===== src/rtl/hdmi_i2c_target.sv =====
// I2C target standing in for the HDMI transmitter's configuration port:
// 256x8 register file, W1C interrupt status at 0x96, enable at 0x94, active-low int_n.
module hdmi_i2c_target #(
  parameter logic [6:0] DEV_ADDR   = 7'h39,
  parameter int         FILTER_LEN = 3
) (
  input  logic       clk,
  input  logic       reset,
  input  logic       scl_in,
  input  logic       sda_in,
  output logic       sda_oe,
  input  logic       hpd_event,
  output logic       int_n,
  output logic       reg_wr_stb,
  output logic [7:0] reg_wr_addr,
  output logic [7:0] reg_wr_data
);

  localparam int CW = (FILTER_LEN > 1) ? $clog2(FILTER_LEN) : 1;

  typedef enum logic [3:0] {
    ST_IDLE, ST_DEV_ADDR, ST_ADDR_ACK, ST_REG_ADDR, ST_REG_ACK,
    ST_WR_DATA, ST_WR_ACK, ST_RD_DATA, ST_RD_ACK
  } state_t;

  // index 1 = SCL, index 0 = SDA
  logic [1:0]    scl_sync, sda_sync;
  logic [1:0]    raw, filt, filt_d;
  logic [CW-1:0] flt_cnt [2];

  assign raw = {scl_sync[1], sda_sync[1]};

  always_ff @(posedge clk or posedge reset) begin
    if (reset) begin
      scl_sync <= 2'b11;
      sda_sync <= 2'b11;
      filt     <= 2'b11;
      filt_d   <= 2'b11;
      for (int i = 0; i < 2; i++) flt_cnt[i] <= '0;
    end else begin
      scl_sync <= {scl_sync[0], scl_in};
      sda_sync <= {sda_sync[0], sda_in};
      filt_d   <= filt;
      for (int i = 0; i < 2; i++) begin
        if (raw[i] == filt[i]) begin
          flt_cnt[i] <= '0;
        end else if (flt_cnt[i] == CW'(FILTER_LEN - 1)) begin
          filt[i]    <= raw[i];
          flt_cnt[i] <= '0;
        end else begin
          flt_cnt[i] <= flt_cnt[i] + 1'b1;
        end
      end
    end
  end

  logic sda_f, scl_rise, scl_fall, bus_start, bus_stop;
  assign sda_f     = filt[0];
  assign scl_rise  = filt[1] & ~filt_d[1];
  assign scl_fall  = ~filt[1] & filt_d[1];
  // SCL must be steady high across the SDA transition to count as START/STOP
  assign bus_start = filt[1] & filt_d[1] & filt_d[0] & ~filt[0];
  assign bus_stop  = filt[1] & filt_d[1] & ~filt_d[0] & filt[0];

  state_t     state, state_n;
  logic [2:0] bit_cnt, bit_cnt_n;
  logic [7:0] shift, shift_n, ptr, ptr_n, rd_shift, rd_shift_n;
  logic       ack_hold, ack_hold_n, rw, rw_n, sda_oe_n;
  logic       wr_stb_n;
  logic [7:0] wr_addr_n, wr_data_n, byte_in, rd_byte;
  logic [7:0] regs [256];

  assign byte_in = {shift[6:0], sda_f};
  assign rd_byte = regs[ptr];

  always_ff @(posedge clk or posedge reset) begin
    if (reset) begin
      state       <= ST_IDLE;
      bit_cnt     <= 3'd0;
      shift       <= 8'h00;
      ptr         <= 8'h00;
      rd_shift    <= 8'h00;
      ack_hold    <= 1'b0;
      rw          <= 1'b0;
      sda_oe      <= 1'b0;
      reg_wr_stb  <= 1'b0;
      reg_wr_addr <= 8'h00;
      reg_wr_data <= 8'h00;
    end else begin
      state       <= state_n;
      bit_cnt     <= bit_cnt_n;
      shift       <= shift_n;
      ptr         <= ptr_n;
      rd_shift    <= rd_shift_n;
      ack_hold    <= ack_hold_n;
      rw          <= rw_n;
      sda_oe      <= sda_oe_n;
      reg_wr_stb  <= wr_stb_n;
      reg_wr_addr <= wr_addr_n;
      reg_wr_data <= wr_data_n;
    end
  end

  always_comb begin
    state_n    = state;
    bit_cnt_n  = bit_cnt;
    shift_n    = shift;
    ptr_n      = ptr;
    rd_shift_n = rd_shift;
    ack_hold_n = ack_hold;
    rw_n       = rw;
    sda_oe_n   = sda_oe;
    wr_stb_n   = 1'b0;
    wr_addr_n  = reg_wr_addr;
    wr_data_n  = reg_wr_data;
    if (bus_start) begin
      state_n    = ST_DEV_ADDR;
      bit_cnt_n  = 3'd0;
      ack_hold_n = 1'b0;
      sda_oe_n   = 1'b0;
    end else if (bus_stop) begin
      state_n    = ST_IDLE;
      ack_hold_n = 1'b0;
      sda_oe_n   = 1'b0;
    end else begin
      case (state)
        ST_DEV_ADDR, ST_REG_ADDR, ST_WR_DATA: begin
          if (scl_rise) begin
            shift_n   = byte_in;
            bit_cnt_n = bit_cnt + 3'd1;
            if (bit_cnt == 3'd7) begin
              if (state == ST_DEV_ADDR) begin
                if (byte_in[7:1] == DEV_ADDR) begin
                  state_n = ST_ADDR_ACK;
                  rw_n    = byte_in[0];
                end else begin
                  state_n = ST_IDLE;
                end
              end else if (state == ST_REG_ADDR) begin
                ptr_n   = byte_in;
                state_n = ST_REG_ACK;
              end else begin
                wr_stb_n  = 1'b1;
                wr_addr_n = ptr;
                wr_data_n = byte_in;
                ptr_n     = ptr + 8'd1;
                state_n   = ST_WR_ACK;
              end
            end
          end
        end
        ST_ADDR_ACK, ST_REG_ACK, ST_WR_ACK: begin
          // first fall starts the ACK pulse, second fall ends the 9th clock
          if (scl_fall) begin
            if (!ack_hold) begin
              sda_oe_n   = 1'b1;
              ack_hold_n = 1'b1;
            end else begin
              ack_hold_n = 1'b0;
              bit_cnt_n  = 3'd0;
              if (state == ST_ADDR_ACK && rw) begin
                state_n    = ST_RD_DATA;
                rd_shift_n = rd_byte;
                sda_oe_n   = ~rd_byte[7];
              end else begin
                sda_oe_n = 1'b0;
                state_n  = (state == ST_ADDR_ACK) ? ST_REG_ADDR : ST_WR_DATA;
              end
            end
          end
        end
        ST_RD_DATA: begin
          if (scl_fall) begin
            if (bit_cnt == 3'd7) begin
              sda_oe_n  = 1'b0;
              bit_cnt_n = 3'd0;
              state_n   = ST_RD_ACK;
            end else begin
              sda_oe_n   = ~rd_shift[6];
              rd_shift_n = {rd_shift[6:0], 1'b0};
              bit_cnt_n  = bit_cnt + 3'd1;
            end
          end
        end
        ST_RD_ACK: begin
          if (scl_rise) begin
            if (!sda_f) begin
              ptr_n      = ptr + 8'd1;
              ack_hold_n = 1'b1;
            end else begin
              state_n = ST_IDLE;
            end
          end else if (scl_fall && ack_hold) begin
            ack_hold_n = 1'b0;
            rd_shift_n = rd_byte;
            sda_oe_n   = ~rd_byte[7];
            state_n    = ST_RD_DATA;
          end
        end
        default: ;
      endcase
    end
  end

  // The strobed write commits in the cycle reg_wr_stb is high, so an hpd_event
  // seen in that cycle lands together with a W1C clear and wins.
  logic [7:0] clr96, r96_n;
  assign clr96 = (reg_wr_stb && reg_wr_addr == 8'h96) ? reg_wr_data : 8'h00;
  assign r96_n = (regs[8'h96] & ~clr96) | {hpd_event, 7'b0};

  always_ff @(posedge clk or posedge reset) begin
    if (reset) begin
      for (int i = 0; i < 256; i++) regs[i] <= (i == 'h94) ? 8'hC0 : 8'h00;
      int_n <= 1'b1;
    end else begin
      if (reg_wr_stb && reg_wr_addr != 8'h96) regs[reg_wr_addr] <= reg_wr_data;
      regs[8'h96] <= r96_n;
      int_n       <= ~|(regs[8'h96] & regs[8'h94]);
    end
  end

endmodule


===== config.mk =====
export PLATFORM = sky130hd
export DESIGN_NAME = hdmi_i2c_target
export DESIGN_NICKNAME = d
export VERILOG_FILES = /design/src/rtl/hdmi_i2c_target.sv
export SDC_FILE = /design/constraint.sdc
export NUM_CORES = 2
export LEC_CHECK = 0
export CAP_MARGIN = 20
export CORE_UTILIZATION = 58
export DETAILED_ROUTE_END_ITERATION = 12
export PLACE_DENSITY = 0.77
export SLEW_MARGIN = 40
export SYNTH_ARGS = -nofsm -noshare
export SYNTH_HDL_FRONTEND = slang
export SYNTH_SLANG_ARGS = --single-unit
export TNS_END_PERCENT = 5

===== constraint.sdc =====
create_clock -name clk -period 62.5 [get_ports clk]
set_clock_uncertainty 0.15 [all_clocks]
set_input_delay 6.25 -clock clk [delete_from_list [all_inputs] [get_ports clk]]
set_output_delay 6.25 -clock clk [all_outputs]
set_load 0.02 [all_outputs]

Yosys cells after proc, flatten, opt, wreduce, memory -nomap -nowiden. Index checks and enable logic that the tools add are counted.

Flip-flop bits (word level): 2110. Input port bits: 5. Output and inout port bits: 19.

Mux-type cells: 76. Bitwise gates (word level): 25. Magnitude comparators: 3. Add/subtract/negate cells: 4. Eq/ne operators: 44. Reductions and logical operators: 26.

Operator list (count): bitwise mux 2048 bit (1); two-way mux 8 bit (10); binary-select mux 8 bit (select 8 bit) (1); demux 8 bit (select 8 bit) (1); two-way mux 7 bit (7); two-way mux 4 bit (12); != test 4 bit (second input constant) (8); two-way mux 3 bit (9); != test 2 bit (second input constant) (13); two-way mux 1 bit (23); one-hot mux 7 bit (3 select lines) (1); >= comparator 9 bit (second input constant) (2); inverter 8 -> 9 bit (2); bitwise AND 8 bit (2); == test 4 x 3 -> 1 bit (second input constant) (4); one-hot mux 4 bit (4 select lines) (1); one-hot mux 8 bit (2 select lines) (1); != test 5 bit (second input constant) (3); AND reduction 7 bit (2); two-way mux 2 bit (6); != test 3 bit (second input constant) (4); inverter 1 bit (12); AND reduction 10 bit (1); < comparator 9 x 1 -> 1 bit (second input constant) (1); other kinds (33) (51).

Longest topological paths before layout.
Depth in word-level cells: 11. Depth in mapped cells: 14. Depth with buffers taken out: 8.

Worst setup path after synthesis. No wires, ideal clock.

Path kind: flip-flop to output port. Start: reg int_n. End: out int_n. Data required time: 56.100 ns. Stages on the path, launching flop included: 1. Data arrival time: 0.554 ns. Path slack: 55.546 ns. Cells stage by stage: dfstp_2.

RTL lines: from (decl) (RTL line 13) `output logic int_n,`; from (signal assigned) (RTL line 218) `int_n <= ~|(regs[8'h96] & regs[8'h94]);`.

No word-level cell between the ends.

==> results.sh <==
export IMPL_htreeDepth=4
export IMPL_setup_worst_path_end_class="asynchronous set/reset pin"
export IMPL_cp_max_fo=80
export IMPL_area_growth_pct=10.1
export IMPL_gp_congestion=0.910
export IMPL_worstMarginPinSlew_ns=0.956
export IMPL_hold_viol_final=0
export IMPL_status="completed"
export IMPL_synth_top_area_share=0.546
export IMPL_clock_sinks=2110
export IMPL_ant_nets=0
export IMPL_fp_dieArea_mm2=0.167
export IMPL_drt_total_wl_um=263000
export IMPL_synth_edf_count=0
export IMPL_drc=0
export IMPL_postCtsResizedCells=0
export IMPL_rows=149
export IMPL_max_stage_delay_ns=0.70
export IMPL_track_usage=0.316
export IMPL_clockBufferDepth=3
export IMPL_nets=6290
export IMPL_min_period_over_period=0.157
export IMPL_vias_per_cell=6.74
export IMPL_drive_gt1_frac=0.454
export IMPL_maxSlewHeadroom=0.361
export IMPL_grt_pass1_wl_um=395000
export IMPL_r2r_end="sda_oe$_DFFE_PP0P_"
export IMPL_ctsHoldBuffers=0
export IMPL_dp_hpwl_um=159000
export IMPL_wl_per_cell_um=30.3
export IMPL_core_mm2=0.165
export IMPL_clock_latency_ns=0.87
export IMPL_cp_required_ns=63.27
export IMPL_portBuffers=23
export IMPL_drtIter0Drc=6403
export IMPL_critPathLaunch="reset"
export IMPL_hold_ws_ns=0.233
export IMPL_min_delay_path_class="flip-flop to flip-flop"
export IMPL_slowest_stage="buf_4"
export IMPL_nFillCells=11600
export IMPL_die_w_um=409
export IMPL_synth_main_ff_cell="dfrtp_1"
export IMPL_synth_area_top_cells="dfrtp_1 55%, mux2_2 23%, mux4_2 11%, mux2i_1 1.7%, mux2_1 1.6%"
export IMPL_ir_drop_mv=0.0244
export IMPL_path_cells="clkdlybuf4s50_1 > clkinvlp_4 > buf_12 > buf_6 > buf_4 > buf_4 > buf_6 > buf_6"
export IMPL_cts_made_buffers=209
export IMPL_p_leak_nw=50.3
export IMPL_initial_core_util=0.583
export IMPL_r2r_slack_ns=56.73
export IMPL_syn_inst=6404
export IMPL_worstSetupStartpointType="primary input"
export IMPL_rsz0062_at_grt="no"
export IMPL_clk_pin_slew_ns=0.06
export IMPL_synth_seq_cells=2110
export IMPL_crit_top_cell="buf_6"
export IMPL_report_final_slew_viol_count=0
export IMPL_path_class="primary input to asynchronous set/reset pin"
export IMPL_cts_tree="yes"
export IMPL_holdPathStages=0
export IMPL_io_pin_count=24
export IMPL_fin_crit_ns=9.78
export IMPL_drtPass1Iterations=6
export IMPL_synth_top_area_cell="dfrtp_1"
export IMPL_first_global_vias=59700
export IMPL_post_cts_setup_buffers=0
export IMPL_dieHeight_um=409
export IMPL_ys_types=67
export IMPL_antenna_found_initial=10
export IMPL_fmax_mhz=102
export IMPL_ys_warn_count=0
export IMPL_rr_worst_depth=11
export IMPL_r2r_start="ptr[1]$_DFFE_PP0P_"
export IMPL_arrival_ns=10.55
export IMPL_async_reset_ff_frac=1.00
export IMPL_cts_root_buf="clkbuf_16"
export IMPL_grt_overflow=0
export IMPL_ys_seq_area_frac=0.549
export IMPL_drv_cap=0
export IMPL_syn_num_nets=6412
export IMPL_syn_area_mm2=0.0961
export IMPL_via_count=58400
export IMPL_power_density_mw_per_mm2=27.2
export IMPL_tns_ns=0
export IMPL_grt_max_degree=162
export IMPL_syn_avg_cell_area_um2=15.0
export IMPL_finalSetupViolCount=0
export IMPL_crit_path_end="regs[24]$_DFFE_PP0P_"
## layout by cell type, fill, tap and decap left out, types with 42 or more instances in the layout
cell type,Yosys,routed
dfrtp_1,2099,2086
mux2_2,1923,1923
mux4_2,463,463
nand2_1,401,398
clkbuf_16,0,211
mux2i_1,160,160
mux2_1,135,135
a22oi_1,94,94
nor2_1,121,83
nand3_1,67,67
buf_4,41,66
clkbuf_1,349,65
a21oi_1,63,63
clkbuf_8,0,58
a221oi_1,43,42
## cells in the mapped netlist, types with 8 or more instances
master       n
buf_4       41
mux2i_1    160
a221oi_1    43
clkbuf_1   349
nor2b_1     20
o21ai_0     34
inv_1       10
mux4_2     463
nor2_1     121
dfrtp_1   2099
o22ai_1     23
a211oi_1     9
mux2_1     135
o21ai_1     17
buf_1       12
a31oi_1     15
mux2_2    1923
a22o_1      34
dfstp_2     11
buf_2       75
nand4_1     29
a21oi_1     63
o211ai_1    12
a21boi_0     9
nand3_1     67
nor3_1      21
a22oi_1     94
nand2b_1    13
nand2_1    401
buf_6        8
## worst min-delay path by stage
stage / start / end / slack [ns]
finish: sda_sync[0]$_DFF_PP1_ / sda_sync[1]$_DFF_PP1_ / 0.23
global route: sda_sync[0]$_DFF_PP1_ / sda_sync[1]$_DFF_PP1_ / 0.24
CTS: sda_sync[0]$_DFF_PP1_ / sda_sync[1]$_DFF_PP1_ / 0.24
detailed placement: sda_sync[0]$_DFF_PP1_ / sda_sync[1]$_DFF_PP1_ / 0.23
global placement: scl_sync[0]$_DFF_PP1_ / scl_sync[1]$_DFF_PP1_ / 0.24
floorplan: scl_sync[0]$_DFF_PP1_ / scl_sync[1]$_DFF_PP1_ / 0.20
## where the power goes
part | internal, mW | total (mW) | switching, mW | leakage (nW)
clock network | 0.729 | 1.27 | 0.544 | 3.45
logic | 0.0691 | 0.202 | 0.133 | 17.5
registers | 1.38 | 1.40 | 0.0215 | 29.4
total | 2.17 | 2.87 | 0.699 | 50.3
## per-layer routing
metal	global-route usage	up-vias	routed length, µm
met5	0	-	59
met4	0.117	10	10500
met3	0.0815	604	23900
met2	0.478	2576	122000
met1	0.445	31500	106000
li1	-	23700	-
## cells by family (layout without fill, tap and decap cells)
logic type / Yosys count / count (layout) / share of synthesized area
multiplexers: 2681 / 2681 / 0.366
flip-flops: 2110 / 2110 / 0.549
AND/OR/NAND/NOR: 711 / 711 / 0.0318
buffers and inverters: 497 / 555 / 0.0226
AO/OA/AOI/OAI: 398 / 398 / 0.0293
XOR/XNOR: 4 / 4 / 0.000364
adder cells (fa/ha/maj): 3 / 3 / 0.000390
other: 0 / 9 / 0
## critical path: cells and delay by family
| family | cells | cell delay, ns |
|---|---|---|
| buffers and inverters | 8 | 4.06 |
## layout make-up
cell class / instances / area (µm²) / share of cell area
multi-input combinational: 3797 / 41400 / 0.392
sequential: 2110 / 52900 / 0.500
timing repair buffer: 152 / 1710 / 0.0162
inverter: 12 / 51.3 / 0.000485
clock buffer: 332 / 6290 / 0.0595
clock inverter: 59 / 702 / 0.00663
tap: 2189 / 2740 / 0.0259
antenna: 9 / 22.5 / 0.000213
## through the flow
step	power, mW	setup slack [ns]	util	instance area, µm²	cells
after floorplan	1.57	26.80	-	96100	6404
after global placement	1.62	50.72	0.595	98100	8242
after detailed placement	1.62	51.13	0.598	98500	8254
after CTS	2.88	52.01	0.640	106000	8645
after global routing	2.95	52.13	0.642	106000	8652
final	2.87	52.72	0.642	106000	8660
## registers in the layout (all words and copies together) (netlist names)
name         cells
ptr              8
sda_sync         2
filt             2
sda_oe           1
int_n            1
regs          2048
flt_cnt          4
filt_d           2
rw               1
ack_hold         1
rd_shift         7
bit_cnt          3
scl_sync         2
reg_wr_addr      8
state            4
reg_wr_stb       1
reg_wr_data      8
shift            7
No activity file was read; power rests on OpenSTA's default activity.
